### config.mk
export PLATFORM = sky130hd
export DESIGN_NAME = neo_pixel_strand_receiver
export DESIGN_NICKNAME = d
export VERILOG_FILES = /design/src/rtl/neo_pixel_strand_receiver.sv
export SDC_FILE = /design/constraint.sdc
export NUM_CORES = 1
export LEC_CHECK = 0
export CAP_MARGIN = 20
export CORE_MARGIN = 5
export CORE_UTILIZATION = 60
export CTS_CLUSTER_DIAMETER = 80
export CTS_CLUSTER_SIZE = 24
export DETAILED_ROUTE_END_ITERATION = 7
export GPL_TIMING_DRIVEN = 0
export PLACE_DENSITY = 0.83
export SKIP_LAST_GASP = 1
export SLEW_MARGIN = 25
export SYNTH_ARGS = -nofsm -noshare
export SYNTH_HDL_FRONTEND = slang
export SYNTH_SLANG_ARGS = --single-unit
### constraint.sdc
create_clock -name clock -period 4.5 [get_ports clock]
set_input_delay 0.45 -clock clock [delete_from_list [all_inputs] [get_ports clock]]
set_output_delay 0.45 -clock clock [all_outputs]
set_load 0.1 [all_outputs]
### src/rtl/neo_pixel_strand_receiver.sv
// neo_pixel_strand_receiver: decodes a WS2812-style serial strand into 24-bit GRB pixels with frame status pulses
module neo_pixel_strand_receiver #(
  parameter int NUM_PIXELS   = 5,
  parameter int T_BIT_THRESH = 26,
  parameter int T_HIGH_MAX   = 60,
  parameter int T_RESET      = 2500
) (
  input  logic        clock,
  input  logic        reset,
  input  logic        neo_data,
  output logic [23:0] pixel_data,
  output logic [2:0]  pixel_num,
  output logic        pixel_valid,
  output logic        frame_done,
  output logic        frame_error,
  output logic        busy
);
  localparam int LW = $clog2(T_RESET + 1);
  localparam int HW = $clog2(T_HIGH_MAX + 2);
  localparam int PW = $clog2(NUM_PIXELS + 1);
  localparam logic [1:0] WAIT_GAP = 2'd0;
  localparam logic [1:0] ARMED    = 2'd1;
  localparam logic [1:0] HIGH     = 2'd2;
  localparam logic [1:0] LOW      = 2'd3;
  logic          s1, d_s, ovf, bit_val;
  logic [1:0]    state;
  logic [LW-1:0] lc;
  logic [HW-1:0] hc;
  logic [PW-1:0] pc;
  logic [4:0]    bc;
  logic [22:0]   sr;
  logic [23:0]   sr_n;
  assign busy = state[1];
  // two-flop synchronizer for the asynchronous line
  always_ff @(posedge clock) begin
    s1  <= reset ? 1'b0 : neo_data;
    d_s <= reset ? 1'b0 : s1;
  end
  // decoded bit value and the shift register contents including it
  always_comb begin
    bit_val = hc >= HW'(T_BIT_THRESH);
    sr_n    = {sr, bit_val};
  end
  // frame decoder: gap detection, pulse timing, bit/pixel assembly and frame status
  always_ff @(posedge clock) begin
    if (reset) begin
      state       <= WAIT_GAP;
      lc          <= '0;
      hc          <= '0;
      pc          <= '0;
      bc          <= '0;
      sr          <= '0;
      ovf         <= 1'b0;
      pixel_data  <= '0;
      pixel_num   <= '0;
      pixel_valid <= 1'b0;
      frame_done  <= 1'b0;
      frame_error <= 1'b0;
    end else begin
      pixel_valid <= 1'b0;
      frame_done  <= 1'b0;
      frame_error <= 1'b0;
      case (state)
        WAIT_GAP: begin
          if (d_s) lc <= '0;
          else if (lc == LW'(T_RESET - 1)) begin
            state <= ARMED;
            lc    <= '0;
          end else lc <= lc + LW'(1);
        end
        ARMED: begin
          if (d_s) begin
            state <= HIGH;
            hc    <= HW'(1);
            bc    <= '0;
            pc    <= '0;
            ovf   <= 1'b0;
          end
        end
        HIGH: begin
          if (d_s) begin
            if (hc >= HW'(T_HIGH_MAX)) begin
              frame_error <= 1'b1;
              state       <= WAIT_GAP;
              lc          <= '0;
            end else hc <= hc + HW'(1);
          end else begin
            sr    <= sr_n[22:0];
            state <= LOW;
            lc    <= LW'(1);
            if (pc == PW'(NUM_PIXELS)) ovf <= 1'b1;
            if (bc == 5'd23) begin
              bc <= '0;
              if (pc < PW'(NUM_PIXELS)) begin
                pixel_data  <= sr_n;
                pixel_num   <= 3'(pc);
                pixel_valid <= 1'b1;
                pc          <= pc + PW'(1);
              end
            end else bc <= bc + 5'd1;
          end
        end
        LOW: begin
          if (d_s) begin
            state <= HIGH;
            hc    <= HW'(1);
          end else if (lc == LW'(T_RESET - 1)) begin
            state <= ARMED;
            lc    <= '0;
            if (pc == PW'(NUM_PIXELS) && bc == 5'd0 && !ovf) frame_done <= 1'b1;
            else frame_error <= 1'b1;
          end else lc <= lc + LW'(1);
        end
      endcase
    end
  end
endmodule

==> metrics.md <==
| Metric | Value |
|---|---|
| Status | `complete, no violations` |
| Clock slew at reported path FFs | `0.08 ns` |
| Synth Net Count | `434` |
| Cts bufs inserted | `9` |
| Layout Skew | `0.00741 ns` |
| Final critical-path share of the clock period | `51.2%` |
| Slowest cell on the critical path | `clkdlybuf4s50_1` |
| Final ANT Viol Nets | `0` |
| Area Overhead vs Synth | `18.1%` |
| Fmax | `434 MHz` |
| Minimum clock period after layout | `2.31 ns` |
| Floorplan core area | `0.00554 sq mm` |
| Most frequent cells after synthesis | `nand2_1, dfxtp_1, a21oi_1, clkbuf_1, nor2_1` |
| Critical Path Sink Type | `output pin` |
| Fin cells | `544` |
| Top cells by area, synth | `dfxtp_1, nand2_1, a21oi_1` |
| Number of global-route vias before repair | `2850` |
| Die span in x | `85.6 microns` |
| Seq/Total Area, Yosys | `49.0%` |
| Placed Cells | `528` |
| Overflow after GRT | `0` |
| Post-CTS sizing | `0` |
| Leakage | `1.32 nW` |
| Antenna violations before repair | `0` |
| DR WL/cell | `13.9 microns` |
| CP Data Arrival Time | `1.86 ns` |
| Final setup viols | `0` |
| CTS hold repair buffers | `0` |
| Crit start category | `register` |
| Root Buffer | `clkbuf_8` |
| Share of cells above drive strength 1 | `6.14%` |
| Worst hold margin | `0.441 ns` |
| Max_cap viols | `0` |
| DP Wirelength | `5220 microns` |
| Max-slew headroom | `34.3%` |
| Max Root-Sink Buffers | `2` |
| Synth Cell Area | `0.00343 sq mm` |
| Count leader, synth | `nand2_1` |
| #FFs+latches synth | `84` |
| Cell breakdown of the critical path | `clkdlybuf4s50_1` |
| Setup Buffers After CTS | `0` |
| Vias | `3085` |
| WP buf/inv | `1` |
| Largest net degree at the start of global routing | `15` |
| Slew Limit Fails | `0` |
| DR vias/cell | `5.67` |
| Ys flop type | `dfxtp_1` |
| CTS sink count | `84` |
| Max incr delay on CP | `1.14 ns` |
| H-tree levels | `3` |
| CP Data Required Time | `4.05 ns` |
| 1st-iter DRT viols | `185` |
| Ys Warns | `0` |
| Die area | `0.00733 sq mm` |
| Hold Crit Class | `reg2reg` |
| Final nets | `477` |
| CTS tree | `built` |
| Cells after Synth | `424` |
| Starting Density | `61.9%` |
| Crit path max-delay family | `buffers and inverters` |
| Number of synthesized flops with an enable pin | `0` |
| RSZ-0062 raised after global routing | `no` |
| Tot GR Track Use | `21.5%` |
| Peak supply drop | `0.240 mV` |
| Library cells used by synthesis | `42` |
| Die Height | `85.6 microns` |
| CP max FO | `2` |
| Cell area after layout | `0.00405 sq mm` |
| N_diodes | `0` |
| FF-to-FF setup slack | `2.33 ns` |
| Setup CP Type | `reg2out` |
| Top cell type's share of synthesized area | `49.0%` |
| Hold Vio Cnt, Final | `0` |
| TNS Setup | `0 ns` |
| IO Port Bufs | `32` |
| Total Routed Length | `7540 microns` |
| Post-synth top area cell | `dfxtp_1` |
| Post-synthesis async set-or-reset flop share | `0%` |
| I/O pins | `34` |
| Syn Area/Cell | `8.09 sq um` |
| Tot Pwr | `1.34 mW` |
| Slew @ Worst Pin | `0.982 ns` |
| Gpl congestion | `0.812` |
| Fillers | `465` |
| Num rows | `27` |
| First-pass iteration count of the detailed router | `6` |
| First-pass GRT wire length | `12900 microns` |
| Skew-Pair Late Insertion Delay | `0.35 ns` |
| Dpl cell area | `0.00384 sq mm` |
| Cell area power density | `331 mW/mm^2` |
| DRC | `0` |
-- registers in the layout, indices dropped and copies added (netlist names) --
name,cells
bc,5
d_s,1
frame_done,1
frame_error,1
hc,6
lc,12
ovf,1
pc,3
pixel_data,24
pixel_num,3
pixel_valid,1
s1,1
sr,23
state,2
-- report_power, final --
group	leakage (nW)	internal (mW)	switching [mW]
combinational	0.537	0.0111	0.0228
clock	0.102	0.288	0.266
sequential	0.677	0.747	0.00507
total	1.32	1.05	0.294
-- metrics by stage --
| step | setup slack [ns] | util, % |
|---|---|---|
| 5_1_grt | 2.02 | 73.1 |
| 3_3_place_gp | 2.40 | 69.3 |
| 2_1_floorplan | 2.15 | - |
| 6_report | 2.19 | 73.1 |
| 4_1_cts | 2.18 | 73.1 |
| 3_5_place_dp | 2.38 | 69.3 |
-- logic make-up (layout without fill, tap and decap cells) --
family                   Yosys count  count (layout)  synth area share [%]
AND/OR/NAND/NOR                  186             186                  25.4
AO/OA/AOI/OAI                    110             110                  18.1
flip-flops                        84              84                  49.0
buffers and inverters             34              82                  4.16
adder cells (fa/ha/maj)            7               7                  2.55
multiplexers                       2               2                 0.584
XOR/XNOR                           1               1                 0.255
-- placed cells by master (no fill, tap or decap), drive strengths merged, types with 2 or more instances in the layout --
cell type,count
nor3,3
clkbuf,27
nand4,3
a21oi,72
mux2i,2
nor2,15
nor4,3
ha,7
buf,10
nand3b,2
o21ai,13
nor2b,6
o31ai,7
nand2b,3
and4,2
clkinvlp,2
nand2,110
dfxtp,84
a31oi,3
or4,7
inv,9
nand3,13
or3,8
clkdlybuf4s50,32
a211oi,5
and3,4
a22oi,3
-- area by class of cell --
cell class	count	area [sq um]	share of cell area, %
multi-input cells	306	1610	39.6
clock inverters	5	58.8	1.45
well taps	72	90.1	2.22
plain buffers	26	113	2.78
repair buffers	32	320	7.91
flip-flops and latches	84	1680	41.5
inverters	8	30.0	0.741
clock buffers	11	151	3.74
-- metal layers --
layer | vias up | track usage [%] | share of wire (%)
met3 | 10 | 4.71 | 5.1
met1 | 1424 | 28.2 | 46
li1 | 1557 | - | -
met4 | 0 | 6.91 | 1.4
met2 | 94 | 35.2 | 48
met5 | - | 0 | 0
-- final timing paths --
path | from | to | depth (start not counted)
setup / recovery | pixel_num[2] | pixel_num[2] | 1
hold / removal | s1 | d_s | 1
setup reg to reg | lc[0] | lc[8] | 6
hold reg to reg | s1 | d_s | 1
(Power assumes the default switching activity.)
